[src/rtl/hazard_pkg.sv]
// Shared types and constants for the load-use hazard / stall controller.
package hazard_pkg;

  typedef enum logic {
    RUN    = 1'b0,
    LSTALL = 1'b1
  } state_e;

  localparam int LOAD_LAT_MIN = 1;
  localparam int LOAD_LAT_MAX = 15;
  localparam int REM_W        = 4;

endpackage

[src/rtl/reg_match.sv]
// Register-address comparator; register 0 is hardwired and never matches.
module reg_match #(
  parameter int AW = 5
) (
  input  logic [AW-1:0] src_a,
  input  logic [AW-1:0] src_b,
  output logic          match
);

  assign match = (src_a == src_b) && (src_a != '0);

endmodule

[src/rtl/hazard_stall_ctrl.sv]
// Load-use hazard detection and pipeline stall/flush control with stall-cycle counter.
// Optional macro HAZARD_BRANCH_FLUSH_EN: taken branch in EX flushes IF/ID and ID/EX and aborts stalls.
module hazard_stall_ctrl
  import hazard_pkg::*;
#(
  parameter int REG_AW   = 5,
  parameter int LOAD_LAT = 1,
  parameter int PERF_W   = 16
) (
  input  logic              clk,
  input  logic              rst_n,
  input  logic              id_ex_memread,
  input  logic [REG_AW-1:0] id_ex_rt,
  input  logic [REG_AW-1:0] if_id_rs,
  input  logic [REG_AW-1:0] if_id_rt,
  input  logic              if_id_uses_rt,
  input  logic              ext_stall_req,
  input  logic              ex_branch_taken,
  output logic              pc_write,
  output logic              if_id_write,
  output logic              stall_sel,
  output logic              if_id_flush,
  output logic              id_ex_flush,
  output logic [PERF_W-1:0] stall_cycles
);

  if ((LOAD_LAT < LOAD_LAT_MIN) || (LOAD_LAT > LOAD_LAT_MAX)) begin : g_bad_load_lat
    $error("hazard_stall_ctrl: LOAD_LAT out of range 1..15");
  end

  state_e            state_q, state_d;
  logic [REM_W-1:0]  rem_q, rem_d;
  logic [PERF_W-1:0] stall_cycles_q, stall_cycles_d;
  logic              rs_match, rt_match, hit, branch_flush;

  reg_match #(.AW(REG_AW)) u_rs_match (
    .src_a (id_ex_rt),
    .src_b (if_id_rs),
    .match (rs_match)
  );

  reg_match #(.AW(REG_AW)) u_rt_match (
    .src_a (id_ex_rt),
    .src_b (if_id_rt),
    .match (rt_match)
  );

  assign hit = id_ex_memread && (rs_match || (if_id_uses_rt && rt_match));

`ifdef HAZARD_BRANCH_FLUSH_EN
  assign branch_flush = ex_branch_taken;
`else
  logic unused_branch;
  assign unused_branch = ex_branch_taken;
  assign branch_flush  = 1'b0;
`endif

  always_comb begin
    // NOTE: every output and next-state value gets a default first so no path leaves it unassigned (no latches).
    pc_write    = 1'b1;
    if_id_write = 1'b1;
    stall_sel   = 1'b1;
    if_id_flush = 1'b0;
    id_ex_flush = 1'b0;
    state_d     = state_q;
    rem_d       = rem_q;

    if (branch_flush) begin
      if_id_flush = 1'b1;
      id_ex_flush = 1'b1;
      state_d     = RUN;
      rem_d       = '0;
    end else if (ext_stall_req) begin
      pc_write    = 1'b0;
      if_id_write = 1'b0;
      stall_sel   = 1'b0;
    end else if (state_q == LSTALL) begin
      pc_write    = 1'b0;
      if_id_write = 1'b0;
      stall_sel   = 1'b0;
      rem_d       = rem_q - REM_W'(1);
      if (rem_q == REM_W'(1)) begin
        state_d = RUN;
        rem_d   = '0;
      end
    end else if (hit) begin
      pc_write    = 1'b0;
      if_id_write = 1'b0;
      stall_sel   = 1'b0;
      // The hit cycle itself is the first stall cycle; LSTALL covers the rest.
      if (LOAD_LAT > 1) begin
        state_d = LSTALL;
        rem_d   = REM_W'(LOAD_LAT - 1);
      end
    end
  end

  always_comb begin
    stall_cycles_d = stall_cycles_q;
    if (!pc_write && (stall_cycles_q != {PERF_W{1'b1}})) begin
      stall_cycles_d = stall_cycles_q + PERF_W'(1);
    end
  end

  // NOTE: sequential state uses non-blocking assignments so all flops update together on the edge.
  always_ff @(posedge clk or negedge rst_n) begin
    if (!rst_n) begin
      state_q        <= RUN;
      rem_q          <= '0;
      stall_cycles_q <= '0;
    end else begin
      state_q        <= state_d;
      rem_q          <= rem_d;
      stall_cycles_q <= stall_cycles_d;
    end
  end

  assign stall_cycles = stall_cycles_q;

endmodule

[config.mk]
export PLATFORM = sky130hd
export DESIGN_NAME = hazard_stall_ctrl
export DESIGN_NICKNAME = d
export VERILOG_FILES = /design/src/rtl/hazard_pkg.sv /design/src/rtl/reg_match.sv /design/src/rtl/hazard_stall_ctrl.sv
export SDC_FILE = /design/constraint.sdc
export NUM_CORES = 1
export LEC_CHECK = 0
export CAP_MARGIN = 15
export CORE_UTILIZATION = 45
export CTS_CLUSTER_SIZE = 25
export DETAILED_ROUTE_END_ITERATION = 12
export MAX_ROUTING_LAYER = met4
export PLACE_DENSITY = 0.79
export SLEW_MARGIN = 20
export SYNTH_ARGS = -nofsm -noshare
export SYNTH_HDL_FRONTEND = slang
export SYNTH_HIERARCHICAL = 1
export SYNTH_SLANG_ARGS = --single-unit
[constraint.sdc]
create_clock -name clk -period 1.7 [get_ports clk]
set_input_delay 0.17 -clock clk [delete_from_list [all_inputs] [get_ports clk]]
set_output_delay 0.17 -clock clk [all_outputs]
set_load 0.01 [all_outputs]
# --- Yosys cells after proc, flatten, opt, wreduce, memory -nomap -nowiden ---
# Cells that the tools add are included.
op_classes:
  addsub: 2
  n_eq_ne: 4
  mux: 6
  bitwise_logic: 1
  reduce_logical: 9
op_table:
  columns: ["operator", "n"]
  rows:
  - ["$add 16x1->16 const B", 1]
  - ["$ne 16x16->1 const B", 1]
  - ["$eq 5x5->1", 2]
  - ["$logic_and 1x1->1", 5]
  - ["$mux 1", 5]
  - ["$reduce_bool 5->1", 1]
  - ["$eq 4x1->1 const B", 1]
  - ["$mux 4", 1]
  - ["$sub 4x1->4 const B", 1]
  - ["$reduce_and 2->1", 1]
  - ["$logic_not 1->1", 1]
  - ["$logic_or 1x1->1", 1]
  - ["$not 1->1", 1]
word_totals:
  register_bits: 21
  output_inout_bits: 21
  wordCells: 25

# --- Longest topological paths before layout ---
# Gate-level depths: netlist of the first run.
depth:
  word_depth: 10
  mapped_depth: 8

# --- Cells and area by module ---
# The synthesis of the first run kept the hierarchy.
by_module_without_submodules:
  columns: ["mod", "n_inst", "cells_per_inst", "area_per_inst_um2", "seq_area_each_um2"]
  rows:
  - ["hazard_stall_ctrl", 1, 104, 1089.8, 525.5]
  - ["reg_match", 2, 9, 70.1, 0.0]

# --- Worst setup path before layout of the first run ---
# Ideal clock, no wire load.
synth_path:
  path_type: "input to register"
  startpoint: "input id_ex_rt[0]"
  endpoint: "register stall_cycles_q[13], in the netlist stall_cycles[13]"
  arrival_time_ps: 1570
  t_required_ps: 1562
  path_slack_ps: -8
  cell_stages: 7
  n_path_buf: 1
  cell_sequence: "o41ai_2 a21oi_1 a21o_1 a211oi_4 buf_2 nor4_1 xor2_1"
synth_via:
  elab_chain_cells: 10
synth_lines:
  columns: ["item", "line", "text"]
  rows:
  - ["from (decl)", "hazard_stall_ctrl.sv:13", "input logic [REG_AW-1:0] id_ex_rt,"]
  - ["$eq 5x5->1 or $reduce_bool 5->1 (tied branches)", "reg_match.sv:10", "assign match = (src_a == src_b) && (src_a != '0);"]
  - ["$logic_and 1x1->1 *", "reg_match.sv:10", null]
  - ["named net rt_match", "hazard_stall_ctrl.sv:34", "logic rs_match, rt_match, hit, branch_flush;"]
  - ["$logic_and 1x1->1 *", "hazard_stall_ctrl.sv:48", "assign hit = id_ex_memread && (rs_match || (if_id_uses_rt && rt_match));"]
  - ["$logic_or 1x1->1 *", "hazard_stall_ctrl.sv:48", null]
  - ["$logic_and 1x1->1 *", "hazard_stall_ctrl.sv:48", null]
  - ["$mux 1 * (3 in series)", null, null]
  - ["named net if_id_write", "hazard_stall_ctrl.sv:20", "output logic if_id_write,"]
  - ["$logic_not 1->1 *", "hazard_stall_ctrl.sv:100", "if (!pc_write && (stall_cycles_q != {PERF_W{1'b1}})) begin"]
  - ["$logic_and 1x1->1 *", "hazard_stall_ctrl.sv:100", null]
  - ["to (signal assigned)", "hazard_stall_ctrl.sv:114", "stall_cycles_q <= stall_cycles_d;"]
  - ["to (decl)", "hazard_stall_ctrl.sv:33", "logic [PERF_W-1:0] stall_cycles_q, stall_cycles_d;"]
# Mark *: on every way through the listed nets, which the timed path passes. The rest lies on a longest branch.
# A chain may end at the register's enable or synchronous reset.

# --- Worst setup path after layout of the first run ---
layout_path:
  startpoint: "register stall_cycles_q[0], in the netlist stall_cycles[0]"
  endpoint: "register stall_cycles_q[14], in the netlist stall_cycles[14]"
layout_via:
  elab_chain_cells: 2
layout_lines:
  columns: ["item"]
  rows:
  - ["branches (longest 2 deep; another with $add 16x1->16)"]
# Several ways; the timed one is not identified.

==> results of run 1 <==
metal layers:
metal | GRT usage | routed length [µm] | vias up | share of wire
li1 | - | - | 526 | -
met1 | 0.254 | 1310 | 513 | 0.43
met2 | 0.439 | 1620 | 24 | 0.53
met3 | 0.0611 | 92 | 4 | 0.030
met4 | 0.0342 | 25 | 0 | 0.0082
met5 | - | 0 | - | 0
worst reg2reg max path: stages (launching register included):
cell and delay (ns):
dfrtp_1 0.41, ha_1 0.22, nand3_1 0.17, nor4_4 0.07
buf_6 0.16, nor4_1 0.38, xor2_1 0.17
worst min-delay path by stage:
| stage | from | end | slack, ns | depth (start not counted) |
|---|---|---|---|---|
| after detailed placement | stall_cycles[6] | stall_cycles[6] | 0.51 | 1 |
| after CTS | rst_n | stall_cycles[13] | 0.20 | 2 |
| after global placement | rem_q[1] | rem_q[1] | 0.49 | 2 |
| final | rst_n | stall_cycles[2] | 0.20 | 2 |
| after floorplan | rst_n | rem_q[0] | -0.13 | 0 |
| after global routing | rst_n | stall_cycles[13] | 0.23 | 2 |
kinds of logic (layout without fill, tap and decap cells):
family,after synthesis,in the layout
xor+xnor,22,22
compound gates,12,12
buf+inv,10,57
mux,2,2
fa+ha+maj,3,3
flops,21,21
simple gates,51,51
other cells,1,2
registers in the layout, indices dropped and copies added (netlist names):
name          flops
rem_q             4
stall_cycles     16
state_q           1
through the flow:
step	power, mW	utilization	setup slack [ns]	std cells	hold slack [ns]
after detailed placement	1.56	0.669	-0.717	195	0.509
after CTS	1.80	0.683	0.0180	200	0.202
after floorplan	1.10	-	0.0555	123	-0.126
after global routing	1.93	0.688	-0.0221	200	0.226
final	1.81	0.688	0.0602	200	0.200
after global placement	1.53	0.669	-0.681	195	0.489
timing repair:
item                       CTS  global route
setup endpoints to repair   19            15
gates cloned                 1             0
pin swaps                   12             8
gates resized for setup     45            10
hold buffers                 0             0
setup buffers                0             0
power breakdown:
group / switching (mW) / internal [mW]
Sequential: 0.180 / 0.633
Clock: 0.147 / 0.0878
Combinational: 0.327 / 0.432
placed cells by master, fill, tap and decap left out, types with 3 or more instances in the layout:
master / instances
nand4_1: 6
xor2_1: 14
nand3_1: 6
nand2_1: 10
clkbuf_4: 3
dlygate4sd2_1: 11
dfrtp_1: 21
nor2_1: 4
nor4_1: 5
buf_4: 9
clkdlybuf4s50_1: 20
ha_1: 3
a21o_1: 3
inv_1: 4
nor3_1: 6
buf_2: 6
buf_6: 3
xnor2_1: 8
area by class of cell:
cell class	count	area [µm²]
Inverter	4	15.0
Clock buffer	3	22.5
Multi-Input combinational cell	92	703
Sequential cell	21	526
Tap cell	30	37.5
Clock inverter	1	5.00
Fill cell	216	786
Timing Repair Buffer	49	428
==> key figures, run 1 <==
Outcome
  • Status: completed

Setup path
  • CP endpoint kind: flop
  • Origin of the critical flop-to-flop path: stall_cycles[0]
  • Critical path cell sequence: ha_1 > nand3_1 > nor4_4 > buf_6 > nor4_1 > xor2_1
  • Reg2reg path depth: 6
  • Worst Path Buf+Inv: 1
  • Crit path max fanout: 10
  • Worst Setup SP: stall_cycles[0]
  • Top delay family on crit path: simple AND/OR/NAND/NOR gates
  • Startpoint Class: flop
  • Crit Path Class: flop to flop
  • Worst setup path endpoint: stall_cycles[14]
  • Crit path DAT: 1.88 ns
  • WP depth: 6
  • R2R Setup Slk: 0.06 ns
  • Worst path max stage delay: between 0.4 and 0.5 ns
  • Worst Path Required: 1.94 ns
  • FF-to-FF End: stall_cycles[14]
  • Slowest CP cell: dfrtp_1

Synthesis
  • Ys flop type: dfrtp_1
  • Syn Std Cell Area: 0.00123 mm²
  • Commonest cells in the netlist: dfrtp_1 (21), xor2_1 (14), nand2_1 (10)
  • Avg Inst Size Synth: 10.1 µm²
  • XOR/XNOR Fraction of Synth Area: 0.157
  • Cell count after synthesis: 122
  • Sequential fraction of the synthesis area: 0.427
  • Yosys top cell area share: 0.427
  • Async SR Flop Fraction: 1.00
  • Post-synth EDFFs: 0
  • Adder-Cell Fraction of Synth Area: 0.0305
  • Top cells by area, synth: dfrtp_1 (43%), xor2_1 (10%), xnor2_1 (5.7%), nor3_1 (3.7%), ha_1 (3.1%)
  • Largest family of logic cells by synthesized area: simple AND/OR/NAND/NOR gates
  • Mux share of post-synthesis cell area: 0.0183
  • Post-Synth Simple-Gate Area: 0.226
  • Synthesis-stage register bit count: 21
  • Yosys cell types: 30
  • Compound-Gate Fraction of Synth Area: 0.0936
  • Synth area leader: dfrtp_1
  • Synth Warn #: 6
  • Most common cell in the synthesized netlist: dfrtp_1

Power
  • Pleak: between 0.7 and 0.8 nW
  • Peak supply drop: 1050 µV
  • Pwr/cell area: 1040 mW/mm²

Placement
  • DP Wirelength: 2.19 mm
  • # port buffers: 38
  • Placer Congestion: 0.800
  • DP Area: 0.00169 mm²

CTS
  • Clock tree buffer depth: 2
  • Latest clock arrival within the worst-skew pair: 0.31 ns
  • Num CTS Buffers: 3
  • H-tree depth: 1
  • Root buf cell: clkbuf_4
  • CTS tree: built
  • # clock sinks: 21
  • Worst-path clk slew: 0.12 ns

STA
  • Hold Vio Cnt, Final: 0
  • Final critical-path required period: 1.64 ns
  • Pins Over Slew Limit: 0
  • Clock Skews: roughly 0.0082 ns
  • Final setup fails: 0
  • Setup_tns: 0 ns
  • Unrepaired setup endpoints after global routing: yes
  • Crit share post-route: 0.965
  • Fmax: between 600 and 700 MHz

Drt
  • DRC errors left: 0
  • Final WL: 3.06 mm
  • Post-DRT Antenna Nets: 0
  • Initial DRT Pass Iterations: 4
  • Vias per std cell: 5.34
  • DRT iter0 DRCs: 13
  • Via count: 1067
  • WL per Instance: between 15 and 20 µm

Final layout
  • Final #Nets: about 200
  • Post-route cell area: 0.00174 mm²
  • Antenna diodes: 0
  • Layout cell share with drive strength beyond 1: 0.212
  • Area growth from synthesis to layout: 41.2%

Floorplan
  • Core Area: approximately 0.0025 mm²
  • Chip height: 54.3 µm
  • I/O Pins: 42
  • Horiz. Die Dim: between 50 and 60 µm
  • Initial Utilization: 0.488
  • Die area: ~0.0029 mm²
  • Cell Rows: 18

Global route
  • Initial antenna violation count: 0
  • First-pass GRT wire length: just under 5 mm
  • Largest net degree at the start of global routing: 22
  • GRT Total Usage: 0.236
  • Grt ovf: 0
  • Number of global-route vias before repair: approximately 1100

Flow run
  • MaxCap Viol Count: 0

Worst hold path
  • Hold WC Path Type: input port to async pin
No activity file was read; power rests on OpenSTA's default activity.
==> run 2: changes to the inputs <==
--- a/config.mk
+++ b/config.mk
@@ -11,7 +11,7 @@
 export DETAILED_ROUTE_END_ITERATION = 12
 export MAX_ROUTING_LAYER = met4
 export PLACE_DENSITY = 0.79
-export SLEW_MARGIN = 20
+export SLEW_MARGIN = 10
 export SYNTH_ARGS = -nofsm -noshare
 export SYNTH_HDL_FRONTEND = slang
 export SYNTH_HIERARCHICAL = 1
==> results of run 2 <==
The final DEF is identical to that of run 1; final timing and power are the same.
